<file path="config.mk">
export PLATFORM = sky130hd
export DESIGN_NAME = uart_led_cmd
export DESIGN_NICKNAME = d
export VERILOG_FILES = /design/src/rtl/uart_led_cmd.sv
export SDC_FILE = /design/constraint.sdc
export NUM_CORES = 1
export LEC_CHECK = 0
export BUFFER_PORTS_ARGS = -buffer_cell sky130_fd_sc_hd__buf_2
export CAP_MARGIN = 20
export CORE_MARGIN = 2
export CORE_UTILIZATION = 40
export CTS_BUF_LIST = sky130_fd_sc_hd__clkbuf_8
export CTS_CLUSTER_DIAMETER = 50
export DETAILED_ROUTE_END_ITERATION = 12
export GPL_ROUTABILITY_DRIVEN = 0
export PLACE_DENSITY = 0.63
export SLEW_MARGIN = 20
export SYNTH_ARGS = -nofsm -noshare
export SYNTH_HDL_FRONTEND = slang
export SYNTH_SLANG_ARGS = --single-unit
export TNS_END_PERCENT = 1
</file>
<file path="constraint.sdc">
create_clock -name i_sys_clk -period 4.9 [get_ports i_sys_clk]
set_input_delay 0.49 -clock i_sys_clk [delete_from_list [all_inputs] [get_ports i_sys_clk]]
set_output_delay 0.49 -clock i_sys_clk [all_outputs]
set_load 0.1 [all_outputs]
</file>
<file path="src/rtl/uart_led_cmd.sv">
// UART command parser: "Lhh<CR>" sets the LED register, "?<CR>" reads it back.
// Every command ends in a 4-byte reply; rejected commands bump a saturating error counter.
module uart_led_cmd #(
  parameter logic [5:0] LED_INIT = 6'b111110
) (
  input  logic       i_sys_clk,
  input  logic       i_sys_rst,
  input  logic [7:0] i_rx_data,
  input  logic       i_rx_data_valid,
  output logic       o_rx_data_ready,
  output logic [7:0] o_tx_data,
  output logic       o_tx_data_valid,
  input  logic       i_tx_data_ready,
  output logic [5:0] o_led,
  output logic [7:0] o_err_cnt
);

  localparam logic [7:0]  ChCr  = 8'h0D;
  localparam logic [7:0]  ChLf  = 8'h0A;
  localparam logic [7:0]  ChL   = 8'h4C;
  localparam logic [7:0]  ChQry = 8'h3F;
  localparam logic [31:0] RspOk = 32'h4F4B0D0A;
  localparam logic [31:0] RspEr = 32'h45520D0A;

  typedef enum logic [2:0] {
    StIdle,
    StHexHi,
    StHexLo,
    StWaitCr,
    StQryCr,
    StDiscard,
    StResp
  } state_e;

  state_e      r_state;
  logic [7:0]  r_value;
  logic [5:0]  r_led;
  logic [7:0]  r_err_cnt;
  logic [7:0]  r_tx_data;
  logic        r_tx_valid;
  logic [23:0] r_pend;
  logic [1:0]  r_idx;

  state_e      w_state_nxt;
  logic [7:0]  w_value_nxt;
  logic [5:0]  w_led_nxt;
  logic [7:0]  w_err_nxt;
  logic [7:0]  w_tx_data_nxt;
  logic        w_tx_valid_nxt;
  logic [23:0] w_pend_nxt;
  logic [1:0]  w_idx_nxt;

  logic        w_rx_fire;
  logic        w_tx_fire;
  logic        w_is_cr;
  logic        w_is_hex;
  logic [3:0]  w_nibble;
  logic        w_start;
  logic        w_is_err;
  logic [31:0] w_rsp;

  function automatic logic [7:0] hex_ascii(input logic [3:0] n);
    if (n < 4'd10) return 8'h30 + {4'h0, n};
    else           return 8'h37 + {4'h0, n};
  endfunction

  assign o_rx_data_ready = (r_state != StResp);
  assign o_tx_data       = r_tx_data;
  assign o_tx_data_valid = r_tx_valid;
  assign o_led           = r_led;
  assign o_err_cnt       = r_err_cnt;

  assign w_rx_fire = i_rx_data_valid && o_rx_data_ready;
  assign w_tx_fire = r_tx_valid && i_tx_data_ready;
  assign w_is_cr   = (i_rx_data == ChCr);

  // 'A'-'F' and 'a'-'f' share low bits 1..6, so +9 maps both to 10..15.
  always_comb begin
    w_is_hex = 1'b1;
    w_nibble = 4'h0;
    if (i_rx_data >= 8'h30 && i_rx_data <= 8'h39) begin
      w_nibble = i_rx_data[3:0];
    end else if ((i_rx_data >= 8'h41 && i_rx_data <= 8'h46) ||
                 (i_rx_data >= 8'h61 && i_rx_data <= 8'h66)) begin
      w_nibble = i_rx_data[3:0] + 4'd9;
    end else begin
      w_is_hex = 1'b0;
    end
  end

  always_comb begin
    w_state_nxt    = r_state;
    w_value_nxt    = r_value;
    w_led_nxt      = r_led;
    w_err_nxt      = r_err_cnt;
    w_tx_data_nxt  = r_tx_data;
    w_tx_valid_nxt = r_tx_valid;
    w_pend_nxt     = r_pend;
    w_idx_nxt      = r_idx;
    w_start        = 1'b0;
    w_is_err       = 1'b0;
    w_rsp          = RspEr;

    unique case (r_state)
      StIdle: begin
        if (w_rx_fire) begin
          if (i_rx_data == ChL)                   w_state_nxt = StHexHi;
          else if (i_rx_data == ChQry)            w_state_nxt = StQryCr;
          else if (w_is_cr || i_rx_data == ChLf)  w_state_nxt = StIdle;
          else                                    w_state_nxt = StDiscard;
        end
      end
      StHexHi: begin
        if (w_rx_fire) begin
          if (w_is_hex) begin
            w_value_nxt = {w_nibble, r_value[3:0]};
            w_state_nxt = StHexLo;
          end else if (w_is_cr) begin
            w_start  = 1'b1;
            w_is_err = 1'b1;
          end else begin
            w_state_nxt = StDiscard;
          end
        end
      end
      StHexLo: begin
        if (w_rx_fire) begin
          if (w_is_hex) begin
            w_value_nxt = {r_value[7:4], w_nibble};
            w_state_nxt = StWaitCr;
          end else if (w_is_cr) begin
            w_start  = 1'b1;
            w_is_err = 1'b1;
          end else begin
            w_state_nxt = StDiscard;
          end
        end
      end
      StWaitCr: begin
        if (w_rx_fire) begin
          if (w_is_cr) begin
            w_start = 1'b1;
            if (r_value <= 8'h3F) begin
              w_led_nxt = r_value[5:0];
              w_rsp     = RspOk;
            end else begin
              w_is_err = 1'b1;
            end
          end else begin
            w_state_nxt = StDiscard;
          end
        end
      end
      StQryCr: begin
        if (w_rx_fire) begin
          if (w_is_cr) begin
            w_start = 1'b1;
            w_rsp   = {hex_ascii({2'b00, r_led[5:4]}), hex_ascii(r_led[3:0]), ChCr, ChLf};
          end else begin
            w_state_nxt = StDiscard;
          end
        end
      end
      StDiscard: begin
        if (w_rx_fire && w_is_cr) begin
          w_start  = 1'b1;
          w_is_err = 1'b1;
        end
      end
      StResp: begin
        if (w_tx_fire) begin
          if (r_idx == 2'd3) begin
            w_tx_valid_nxt = 1'b0;
            w_state_nxt    = StIdle;
          end else begin
            w_tx_data_nxt = r_pend[23:16];
            w_pend_nxt    = {r_pend[15:0], 8'h00};
            w_idx_nxt     = r_idx + 2'd1;
          end
        end
      end
      default: w_state_nxt = StIdle;
    endcase

    // First reply byte goes out straight from the register loaded with the CR.
    if (w_start) begin
      w_state_nxt    = StResp;
      w_tx_valid_nxt = 1'b1;
      w_tx_data_nxt  = w_rsp[31:24];
      w_pend_nxt     = w_rsp[23:0];
      w_idx_nxt      = 2'd0;
      if (w_is_err && r_err_cnt != 8'hFF) w_err_nxt = r_err_cnt + 8'd1;
    end
  end

  always_ff @(posedge i_sys_clk) begin
    if (i_sys_rst) begin
      r_state    <= StIdle;
      r_value    <= 8'h00;
      r_led      <= LED_INIT;
      r_err_cnt  <= 8'h00;
      r_tx_data  <= 8'h00;
      r_tx_valid <= 1'b0;
      r_pend     <= 24'h000000;
      r_idx      <= 2'd0;
    end else begin
      r_state    <= w_state_nxt;
      r_value    <= w_value_nxt;
      r_led      <= w_led_nxt;
      r_err_cnt  <= w_err_nxt;
      r_tx_data  <= w_tx_data_nxt;
      r_tx_valid <= w_tx_valid_nxt;
      r_pend     <= w_pend_nxt;
      r_idx      <= w_idx_nxt;
    end
  end

endmodule

</file>
## After elaboration in Yosys (flattened, before gate mapping)

Index checks and enable logic that the tools add are counted.

- Bits in registers: 60
- Input port bits: 12
- Word-level logic and storage cells: 135

- Add/sub/neg operators: 7
- Order comparisons: 9
- Eq/ne operators: 27
- Mux-type cells: 53
- Bitwise gates (word level): 4
- Reductions and logical operators: 25

Operators by type and width:

| cell | count |
|---|---|
| two-way mux 24 bit | 4 |
| two-way mux 28 bit | 3 |
| two-way mux 31 bit | 2 |
| one-hot mux 31 bit (2 select lines) | 1 |
| two-way mux 8 bit | 6 |
| two-way mux 3 bit | 13 |
| inequality test 3 bit (second input constant) | 6 |
| one-hot mux 3 bit (6 select lines) | 1 |
| equality test 8 x 4 -> 1 bit (second input constant) | 2 |
| greater-or-equal comparator 8 x 7 -> 1 bit (second input constant) | 2 |
| <= comparator 8 x 6 -> 1 bit (second input constant) | 2 |
| <= comparator 8 x 7 -> 1 bit (second input constant) | 2 |
| two-way mux 4 bit | 4 |
| one-hot mux 8 bit (2 select lines) | 1 |
| adder 6 x 2 -> 7 bit (first input constant) | 2 |
| adder 6 x 4 -> 7 bit (first input constant) | 2 |
| two-way mux 1 bit | 14 |
| two-way mux 7 bit | 2 |
| inequality test 2 bit (second input constant) | 7 |
| AND reduction 7 bit | 2 |
| AND reduction 4 bit | 3 |
| equality test 3 bit (second input constant) | 3 |
| AND reduction 3 bit | 3 |
| adder 8 x 1 -> 8 bit (second input constant) | 1 |
| other kinds (21) | 37 |

## Depth between registers and ports, before layout

- Depth in word-level cells: 10
- Gate-level depth with buffers: 8
- Mapped depth without buffers: 7

## Worst setup path after synthesis

Ideal clock, no wire load.

- Kind: register -> register
- From: register r_state[2]
- To: register r_tx_data[2], in the netlist o_tx_data[2]
- Arrival time: 2507 ps
- Setup slack: 2260 ps
- Stages on the path, launching flop included: 6
- Path buffers: 0
- Period minus slack after synthesis: 2640 ps
- Cells stage by stage: dfxtp_1 nand3b_1 nor3_2 a21oi_1 a22oi_1 a21oi_1

- Word-level cells in the longest chain between the ends: 7

Ends and longest elaborated chain:

| what | line | source |
|---|---|---|
| start, declared | 35 | `state_e r_state;` |
| start signal, assigned | 198 | `r_state <= StIdle;` |
| start signal, assigned | 207 | `r_state <= w_state_nxt;` |
| inequality test 3 bit (*) | 67 | `assign o_rx_data_ready = (r_state != StResp);` |
| named net o_rx_data_ready | 10 | `output logic o_rx_data_ready,` |
| logical AND 1 bit (*) | 73 | `assign w_rx_fire = i_rx_data_valid && o_rx_data_ready;` |
| logical AND 1 bit | 165 | `if (w_rx_fire && w_is_cr) begin` |
| two-way mux 1 bit | 165 |  |
| one-hot mux 1 bit (3 select lines) | 104 | `unique case (r_state)` |
| inequality test 2 bit (no line) / nonzero test 2 bit (equally long branches) | - |  |
| AND reduction 3 bit (no line) | - |  |
| end signal, assigned | 211 | `r_tx_data <= w_tx_data_nxt;` |
| end, declared | 39 | `logic [7:0] r_tx_data;` |

The timed path passes the listed nets; every way through them passes the cells marked *.
A chain may end at the register's enable or synchronous reset.

## Worst setup path in the final report

- From: input i_rx_data[0]
- To: register r_err_cnt[5], in the netlist o_err_cnt[5]

- Word-level cells in the longest chain between the ends: 10

Ends and longest elaborated chain:

| what | line | source |
|---|---|---|
| start, declared | 8 | `input logic [7:0] i_rx_data,` |
| greater-or-equal comparator 8 x 7 -> 1 bit (tied with other cells) | 83 | `end else if ((i_rx_data >= 8'h41 && i_rx_data <= 8'h46) \|\|` |
| logical AND 1 bit (on tied branches) | 83, 84 |  |
| logical OR 1 bit | 83 |  |
| two-way mux 1 bit | 83 |  |
| two-way mux 1 bit | 81 | `if (i_rx_data >= 8'h30 && i_rx_data <= 8'h39) begin` |
| two-way mux 1 bit | 115 | `if (w_is_hex) begin` |
| two-way mux 1 bit | 114 | `if (w_rx_fire) begin` |
| one-hot mux 1 bit (3 select lines) | 104 |  |
| logical AND 1 bit | 192 | `if (w_is_err && r_err_cnt != 8'hFF) w_err_nxt = r_err_cnt + 8'd1;` |
| AND reduction 2 bit (no line) (*) | - |  |
| end signal, assigned | 210 | `r_err_cnt <= w_err_nxt;` |
| end, declared | 38 | `logic [7:0] r_err_cnt;` |

Mark *: on every way between the ends. The rest lies on a longest branch, timed or not.

==> results.md <==
* Outcome: complete, no violations
* Finished layout cell area at about 2800 um^2
* Via density at approximately 5.7
* Vias at around 2300
* # hold bufs at CTS at 0
* Final #Nets at between 300 and 400
* FP Rows at 28
* Hpwl dp at 4310 um
* Synth warnings at 0
* Critical Path Source Type: input pin
* Compound-Gate Fraction of Synth Area at 21.8%
* DP Area at 2680 um^2
* Final Hold Vio Count at 0
* GRT Residual Overflow at 0
* Relative slew slack at approximately 36%
* Number of global-route vias before repair at between 2000 and 2500
* Worst-path clk slew at 80 ps
* Max-Cap Viols at 0
* Routed WL per cell at roughly 15 um
* Skew-Pair Late Insertion Delay at just over 300 ps
* RSZ-0062 raised after global routing: no
* Max FO, Critical Path at 14
* Hold Path Class: reg -> reg
* Drt total wl at 6050 um
* DRT Pass-1 Iters at 4
* Seq/Total Area, Yosys at 36.1%
* Top_reg_cell synth: dfxtp_1
* Post-synthesis mux area share at about 4.7%
* Register bit total from synthesis at 45
* Post-synthesis simple-gate area fraction at a little over a quarter
* Area growth, synth to finish at 11.9%
* Die Y at a little over 80 um
* Min Clock Period, post-route at ~2500 ps
* CTS root buffer: clkbuf_8
* Adder-cell share of the synthesized area at 3.51%
* Fill cell count at 611
* Clock Path Buffers at 2
* Share of layout cells above drive strength 1 at ~17%
* Mapped Area at roughly 2500 um^2
* Fmax at a little under 0.4 GHz
* Leak at ~1.1 nW
* TritonCTS Buffers at 5
* I/O pin total at 36
* CTS sink cnt at 45
* Largest family of logic cells by synthesized area: simple AND/OR/NAND/NOR gates
* N_diodes at 0
* Final Max Slew Viols at 0
* H-tree levels at 2
* Initial DRC Count at ~140
* Worst Setup End Kind: flop
* Setup TNS at 0 ps
* Antenna violations before repair at 0
* Final worst-path cycle share at roughly 52%
* Global-route wire length before repair at about 10000 um
* CTS tree: built
* Endpoints failing setup at 0
* Residual DRC count at 0
* PD cells at 264 nW/um^2
* Peak supply drop at 0.119 mV
* Synth Area in XOR/XNOR at roughly 1.4%
* R2R depth at 5
* Synth unique cells at about 60
* EDFF count, synth at 0
* Largest net degree at the start of global routing at 42
* Critical Path RT at approximately 5100 ps
* All-layer global routing usage at between 15 and 20%
* Worst path arrival time at approximately 2700 ps
* Avg Synthesized Cell Area at roughly 8 um^2
* Slew @ Worst Pin at 953 ps
* Worst hold path depth at 2
* Die Wd at 83.0 um
* Synthesized Nets at 326
* Final antenna-violating net count at 0
* Asr flop ratio synth at 0%
* Die area at just under 7000 um^2
* Core ar. at ~6000 um^2
* Port buffer count at 34
* Fin Clk Skew at 9.57 ps
* CP Class: in -> reg
* Post-CTS Setup Bufs at 0
* Mapped Cells at roughly 310
* Cts repair resizes at 0
* Initial Utilization at about two fifths
[worst max-delay path, stage by stage]
cell,delay (ps)
buf_2,120
inv_1,110
ha_1,190
or3b_2,480
nand3b_1,170
a32oi_1,370
nor4b_1,440
mux2_2,370
[layout by cell type, fill, tap and decap left out, types with 3 or more instances in the layout]
master / Yosys / final
a21oi_1: 30 / 30
or3_1: 3 / 3
a31oi_1: 5 / 5
nor3_1: 10 / 10
nand3_1: 21 / 21
inv_1: 9 / 10
a211oi_1: 3 / 3
clkbuf_8: 0 / 5
nor2b_1: 4 / 4
nand2b_1: 4 / 4
o31ai_1: 5 / 5
or4_1: 3 / 3
dfxtp_1: 45 / 45
nand2_1: 39 / 39
o21ai_0: 17 / 17
a22oi_1: 4 / 4
ha_1: 7 / 7
mux2_2: 4 / 4
o211ai_1: 3 / 3
mux2i_1: 6 / 6
buf_2: 5 / 34
nor2_1: 14 / 14
xnor2_1: 4 / 4
[cells by family (layout without fill, tap and decap cells)]
group / after synthesis / in the layout
simple gates: 125 / 125
other cells: 1 / 1
buf+inv: 28 / 53
flops: 45 / 45
compound gates: 86 / 86
fa+ha+maj: 7 / 7
xor+xnor: 4 / 4
mux: 11 / 11
[state kept, by name, indices dropped and copies added, names as in the netlist]
| signal | flops |
|---|---|
| o_led | 6 |
| o_tx_data_valid | 1 |
| o_tx_data | 7 |
| r_pend | 10 |
| r_state | 3 |
| r_value | 8 |
| r_idx | 2 |
| o_err_cnt | 8 |
[synth_stat cells (all sizes together), types with 2 or more instances]
cell type / n / share of area [%]
dfxtp: 45 / 36
nand2: 39 / 5.9
a21oi: 30 / 6.0
nand3: 21 / 4.2
o21ai: 17 / 3.4
nor2: 14 / 2.1
clkbuf: 11 / 1.7
nor3: 11 / 2.4
inv: 9 / 1.4
buf: 7 / 1.8
ha: 7 / 3.5
mux2i: 6 / 2.4
a31oi: 5 / 1.3
mux2: 5 / 2.3
o31ai: 5 / 1.5
a22oi: 4 / 1.2
nand2b: 4 / 1.0
nor2b: 4 / 1.0
nor4: 4 / 1.5
o211ai: 4 / 1.4
or4: 4 / 1.4
xnor2: 4 / 1.4
a211oi: 3 / 0.90
nor4b: 3 / 1.7
or3: 3 / 0.75
or3b: 3 / 1.1
a211o: 2 / 0.70
and2: 2 / 0.50
and3: 2 / 0.50
and4: 2 / 0.70
nand3b: 2 / 0.60
nand4: 2 / 0.50
o221a: 2 / 0.90
o22ai: 2 / 0.50
o32ai: 2 / 0.70
[worst paths after layout]
path	endpoint	start	slack, ps
worst max-delay path	o_err_cnt[5]	i_rx_data[0]	2360
worst min-delay path	r_pend[10]	r_pend[10]	460
worst min register to register	r_pend[10]	r_pend[10]	460
worst max register to register	r_pend[17]	r_state[1]	2440
[where the power goes]
group	switching, mW	leakage [nW]	internal, mW
sequential	0.00912	0.363	0.368
combinational	0.0495	0.658	0.0253
clock	0.134	0.0595	0.151
[final cells by class]
cell class,instances,area [um^2],area share (%)
Clock inverter,3,42.5,1.52
Sequential cell,45,901,32.2
Timing Repair Buffer,35,178,6.36
Inverter,10,37.5,1.34
Multi-Input combinational cell,234,1470,52.7
Clock buffer,5,68.8,2.46
Tap cell,75,93.8,3.36
[layer usage]
layer	vias up	track usage [%]	part of all wire (%)
met5	-	0	0
met4	0	6.26	1.9
met3	10	3.38	4.7
met2	52	28.4	45
met1	1084	25.0	48
li1	1177	-	-
[through the flow]
step	power, mW	util (%)	std cells	worst slack (ps)	hold slack [ps]
final	0.737	46.6	407	2360	455
after global placement	0.459	44.8	399	2100	441
after floorplan	0.442	-	307	2260	432
after global routing	0.772	46.6	407	2060	491
after CTS	0.742	46.6	407	2380	461
after detailed placement	0.459	44.8	399	2060	449
Power figures use the tool's default switching activity.
